`src/rtl/aq_mmu_sysmap_ctrl_pkg.sv`:
```
// Shared mmu sysmap definitions: widths, no-hit flag default and the front-end FSM encoding.
package aq_mmu_sysmap_ctrl_pkg;

    localparam int PPN_WIDTH = 28;
    localparam int FLG_WIDTH = 5;

    // {SO,C,B,SH,SEC} returned by sysmap when no region matches
    localparam logic [FLG_WIDTH-1:0] SYSMAP_FLG_DEFAULT = 5'b10011;

    typedef enum logic [1:0] {
        ST_IDLE   = 2'b00,
        ST_LOOKUP = 2'b01,
        ST_RESP   = 2'b10
    } ctrl_state_e;

endpackage

```
`src/rtl/aq_mmu_sysmap_cache.sv`:
```
// Single-entry PPN -> sysmap flag store; write on lookup completion, invalidate wins over write.
// Hit is a full-width PPN compare qualified by the valid bit, available combinationally.
module aq_mmu_sysmap_cache
    import aq_mmu_sysmap_ctrl_pkg::*;
#(
    parameter int PPN_WIDTH = aq_mmu_sysmap_ctrl_pkg::PPN_WIDTH,
    parameter int FLG_WIDTH = aq_mmu_sysmap_ctrl_pkg::FLG_WIDTH
) (
    input  logic                 clk,
    input  logic                 rst,
    input  logic                 i_wr,
    input  logic [PPN_WIDTH-1:0] i_wr_ppn,
    input  logic [FLG_WIDTH-1:0] i_wr_flg,
    input  logic                 i_inv,
    input  logic [PPN_WIDTH-1:0] i_cmp_ppn,
    output logic                 o_hit,
    output logic [FLG_WIDTH-1:0] o_flg
);

    logic                 r_vld;
    logic [PPN_WIDTH-1:0] r_ppn;
    logic [FLG_WIDTH-1:0] r_flg;

    always_ff @(posedge clk or posedge rst) begin
        if (rst) begin
            r_vld <= 1'b0;
            r_ppn <= '0;
            r_flg <= '0;
        end else if (i_inv) begin
            r_vld <= 1'b0;
        end else if (i_wr) begin
            r_vld <= 1'b1;
            r_ppn <= i_wr_ppn;
            r_flg <= i_wr_flg;
        end
    end

    assign o_hit = r_vld & (r_ppn == i_cmp_ppn);
    assign o_flg = r_flg;

endmodule

```
`src/rtl/aq_mmu_sysmap_ctrl.sv`:
```
// Sysmap attribute front end between PTW refill and TLB write; one request outstanding.
// Latency: 1 cycle on cache hit, 2 on miss. Response held stable until tlb_ctrl_rdy; flush kills all.
module aq_mmu_sysmap_ctrl
    import aq_mmu_sysmap_ctrl_pkg::*;
#(
    parameter int PPN_WIDTH = aq_mmu_sysmap_ctrl_pkg::PPN_WIDTH,
    parameter int FLG_WIDTH = aq_mmu_sysmap_ctrl_pkg::FLG_WIDTH
) (
    input  logic                 forever_cpuclk,
    input  logic                 cpurst,
    input  logic                 ptw_ctrl_vld,
    input  logic [PPN_WIDTH-1:0] ptw_ctrl_ppn,
    output logic                 ctrl_ptw_rdy,
    output logic [PPN_WIDTH-1:0] mmu_sysmap_pa,
    input  logic [FLG_WIDTH-1:0] sysmap_mmu_flg,
    output logic                 ctrl_tlb_vld,
    output logic [PPN_WIDTH-1:0] ctrl_tlb_ppn,
    output logic [FLG_WIDTH-1:0] ctrl_tlb_flg,
    input  logic                 tlb_ctrl_rdy,
    input  logic                 ctrl_flush,
    output logic                 ctrl_cache_hit
);

    ctrl_state_e          r_state;
    ctrl_state_e          w_state_nxt;
    logic [PPN_WIDTH-1:0] r_req_ppn;
    logic [PPN_WIDTH-1:0] r_resp_ppn;
    logic [FLG_WIDTH-1:0] r_resp_flg;
    logic                 r_hit;

    logic                 w_req_hs;
    logic                 w_cache_hit;
    logic                 w_hit_hs;
    logic                 w_lookup_done;
    logic [FLG_WIDTH-1:0] w_cache_flg;

    assign ctrl_ptw_rdy  = (r_state == ST_IDLE) & ~ctrl_flush;
    assign w_req_hs      = ptw_ctrl_vld & ctrl_ptw_rdy;
    assign w_hit_hs      = w_req_hs & w_cache_hit;
    assign w_lookup_done = (r_state == ST_LOOKUP) & ~ctrl_flush;

    aq_mmu_sysmap_cache #(
        .PPN_WIDTH (PPN_WIDTH),
        .FLG_WIDTH (FLG_WIDTH)
    ) u_cache (
        .clk       (forever_cpuclk),
        .rst       (cpurst),
        .i_wr      (w_lookup_done),
        .i_wr_ppn  (r_req_ppn),
        .i_wr_flg  (sysmap_mmu_flg),
        .i_inv     (ctrl_flush),
        .i_cmp_ppn (ptw_ctrl_ppn),
        .o_hit     (w_cache_hit),
        .o_flg     (w_cache_flg)
    );

    always_ff @(posedge forever_cpuclk or posedge cpurst) begin
        if (cpurst) begin
            r_state <= ST_IDLE;
        end else begin
            r_state <= w_state_nxt;
        end
    end

    always_comb begin
        w_state_nxt = r_state;
        case (r_state)
            ST_IDLE:   if (w_req_hs) w_state_nxt = w_cache_hit ? ST_RESP : ST_LOOKUP;
            ST_LOOKUP: w_state_nxt = ST_RESP;
            ST_RESP:   if (tlb_ctrl_rdy) w_state_nxt = ST_IDLE;
            default:   w_state_nxt = ST_IDLE;
        endcase
        if (ctrl_flush) begin
            w_state_nxt = ST_IDLE;
        end
    end

    // A hit leaves r_req_ppn alone so the sysmap address does not toggle
    always_ff @(posedge forever_cpuclk or posedge cpurst) begin
        if (cpurst) begin
            r_req_ppn  <= '0;
            r_resp_ppn <= '0;
            r_resp_flg <= '0;
            r_hit      <= 1'b0;
        end else begin
            r_hit <= w_hit_hs;
            if (w_hit_hs) begin
                r_resp_ppn <= ptw_ctrl_ppn;
                r_resp_flg <= w_cache_flg;
            end else if (w_req_hs) begin
                r_req_ppn <= ptw_ctrl_ppn;
            end
            if (w_lookup_done) begin
                r_resp_ppn <= r_req_ppn;
                r_resp_flg <= sysmap_mmu_flg;
            end
        end
    end

    assign mmu_sysmap_pa  = r_req_ppn;
    assign ctrl_tlb_vld   = (r_state == ST_RESP);
    assign ctrl_tlb_ppn   = r_resp_ppn;
    assign ctrl_tlb_flg   = r_resp_flg;
    assign ctrl_cache_hit = r_hit;

endmodule

```
`config.mk`:
```
export PLATFORM = sky130hd
export DESIGN_NAME = aq_mmu_sysmap_ctrl
export DESIGN_NICKNAME = d
export VERILOG_FILES = /design/src/rtl/aq_mmu_sysmap_ctrl_pkg.sv /design/src/rtl/aq_mmu_sysmap_cache.sv /design/src/rtl/aq_mmu_sysmap_ctrl.sv
export SDC_FILE = /design/constraint.sdc
export NUM_CORES = 1
export LEC_CHECK = 0
export CAP_MARGIN = 20
export CORE_MARGIN = 2
export CORE_UTILIZATION = 40
export DETAILED_ROUTE_END_ITERATION = 16
export PLACE_DENSITY = 0.77
export SYNTH_ARGS = -nofsm -noshare
export SYNTH_HDL_FRONTEND = slang
export SYNTH_HIERARCHICAL = 1
export SYNTH_SLANG_ARGS = --single-unit
```
`constraint.sdc`:
```
create_clock -name forever_cpuclk -period 2.92 [get_ports forever_cpuclk]
set_input_delay 0.438 -clock forever_cpuclk [delete_from_list [all_inputs] [get_ports forever_cpuclk]]
set_output_delay 0.438 -clock forever_cpuclk [all_outputs]
set_load 0.02 [all_outputs]
```
==> results_dict.tcl <==
set metrics [dict create \
    final_util_pct 54.82 \
    yosys-top-cells-area "dfrtp_1 (57%), mux2_2 (14%), o221a_2 (8.7%)" \
    ctsHoldBuffers 0 \
    timing.hold.ws_ns 0.4204 \
    grt_setup_unrepaired "no" \
    cp_cell_sequence "clkdlybuf4s50_1 -> xor2_1 -> nor4_1 -> nand4_1 -> nor4_2 -> nand3b_1 -> buf_12 -> mux2_2" \
    row_count 37 \
    slew_viol_final 0 \
    fin_skew_ns 0.01310 \
    die_y_um 107.3 \
    start_util_pct 41.33 \
    synthFlopType "dfrtp_1" \
    core_sq_um 10320 \
    htreeDepth 3 \
    synth_top_area_cell "dfrtp_1" \
    r2r_setup_slack_ns 0.58 \
    yosys.cell_types.count 25 \
    cts.sinks 98 \
    arrival_ns 2.77 \
    fin_nets 442 \
    ys_seq_area_share_pct 57.48 \
    dp_hpwl_mm 7.099 \
    pin_count 102 \
    cts_buffers 9 \
    ctsResizeCount 0 \
    die_w_um 107.3 \
    fmax_mhz 394.8 \
    tightest_slew_ns 0.4883 \
    cp.required_ns 3.16 \
    path_buf_inv 2 \
    syn_inst 295 \
    status "complete, no violations" \
    reg2reg_to "mmu_sysmap_pa[22]" \
    grt_antenna_before_repair 0 \
    path_depth 8 \
    power_density_nw_per_um2 761.3 \
    crit_path_max_fanout 22 \
    crit_family "simple AND/OR/NAND/NOR gates" \
    multi_input_area_sq_um 1715 \
    diodes 0 \
    yosysMostFrequentCell "dfrtp_1" \
    endpoint_kind "flip-flop" \
    io_buffers 101 \
    drive_above_1_share_pct 30.81 \
    die_area_sq_um 11510 \
    final_antenna_net_count 0 \
    path_class "in2reg" \
    clk_pin_slew_ns 0.09 \
    period_minus_slack_ns 2.533 \
    async_reset_ff_share_pct 100.0 \
    wl_mm 10.02 \
    first_global_vias 2997 \
    syn_nets 333 \
    ys_ff_latch 98 \
    grt_max_degree 35 \
    regArea_sq_um 2452 \
    reg2reg_depth 7 \
    drv_cap 0 \
    min_path_type "in2async" \
    wl_per_cell_um 18.39 \
    syn_avg_cell_area_sq_um 14.46 \
    area_growth_pct 32.64 \
    netlist.area_leader.share_pct 57.48 \
    fill_cells 852 \
    setup_viol 0 \
    synth_edf_count 0 \
    clockRootBuffer "clkbuf_8" \
    fin_crit_sh_pct 86.74 \
    synthesis.area_sq_um 4267 \
    clk_latency_ns 0.36 \
    num_vias 2857 \
    gp_congestion 0.7533 \
    clockBufferDepth 2 \
    critPathLaunchType "input port" \
    cts_setup_buffers 0 \
    drc 0 \
    maxSlewHeadroom_pct 67.45 \
    cp_slowest_cell "clkdlybuf4s50_1" \
    tritoncts "built" \
    leakage_nw 2.310 \
    grt_pass1_wl_mm 16.30 \
    r2r_start "u_cache/r_ppn[17]" \
    yosys_warnings 6 \
    slowest_delay_ns 0.47 \
    hold_violations 0 \
    viasPerCell 5.242 \
    grt_usage_pct 18.35 \
    ir_drop_v 0.0004401 \
    overflow 0 \
    drtIter0Drc 117 \
    firstDrtPassIters 5 \
    ys_top_cells_by_count "dfrtp_1 (98), mux2_2 (52), o221a_2 (33)" \
]
where the power goes:
| group | internal (mW) | switching, mW |
|---|---|---|
| logic | 0.855 | 0.626 |
| registers | 1.75 | 0.289 |
| clock network | 0.333 | 0.455 |
placed cells by master (no fill, tap or decap), drive strengths merged:
master,n
xnor2,9
nor4,5
clkinvlp,3
clkdlybuf4s50,101
nand3,2
mux2,61
nand2b,27
nand4,3
nand3b,1
xor2,19
o221a,33
nor2,3
nor2b,2
buf,13
dfrtp,98
clkbuf,12
inv,4
clkinv,1
a21oi,1
nor3b,1
a21o,1
or2b,6
nor3,3
cell type report:
| class | count | share of cell area, % |
|---|---|---|
| multi-input cells | 177 | 30.31 |
| repair buffers | 114 | 20.03 |
| clock buffers | 12 | 2.565 |
| well taps | 136 | 3.007 |
| clock inverters | 4 | 0.4864 |
| flip-flops and latches | 98 | 43.33 |
| inverters | 4 | 0.2653 |
worst max path at each step:
stage / from / end / slack [ns]
6_report: ptw_ctrl_ppn[22] / mmu_sysmap_pa[22] / 0.39
3_3_place_gp: ptw_ctrl_ppn[22] / mmu_sysmap_pa[17] / 0.03
4_1_cts: ptw_ctrl_ppn[22] / mmu_sysmap_pa[22] / 0.37
5_1_grt: ptw_ctrl_ppn[22] / mmu_sysmap_pa[22] / 0.27
2_1_floorplan: ptw_ctrl_ppn[12] / ctrl_tlb_ppn[10] / 0.76
3_5_place_dp: ptw_ctrl_ppn[22] / mmu_sysmap_pa[22] / -0.02
state kept, by name, summed over array words and instances, names as in the netlist:
register / cells
ctrl_tlb_ppn: 28
mmu_sysmap_pa: 28
u_cache/r_ppn: 28
ctrl_tlb_flg: 5
u_cache/o_flg: 5
r_state: 2
ctrl_cache_hit: 1
u_cache/r_vld: 1
logic make-up after synthesis:
logic type,after synthesis,synth area share (%)
buffers and inverters,20,2.786
and+or+nand+nor,53,8.181
AOI/OAI and AO/OA,35,9.003
DFF,98,57.48
xor gates and xnor gates,28,5.748
muxes,61,16.80
per-stage QoR:
stage	area (sq um)	cells	setup WS (ns)	power (mW)	setup TNS, ns
after floorplan	4267	295	0.7627	2.859	0
after global placement	5487	529	0.03198	3.507	0
after detailed placement	5487	529	-0.01546	3.559	-0.1325
after CTS	5659	545	0.3652	4.346	0
after global routing	5659	545	0.2705	4.538	0
final	5659	545	0.3872	4.308	0
per-layer routing:
layer	vias up	GRT usage, %	wire length, um
met4	0	4.453	94
met1	1478	24.89	4441
met5	-	0	0
met2	87	30.52	5037
li1	1284	-	-
met3	8	3.511	451
Note: power is estimated with default switching activity, not from simulation.
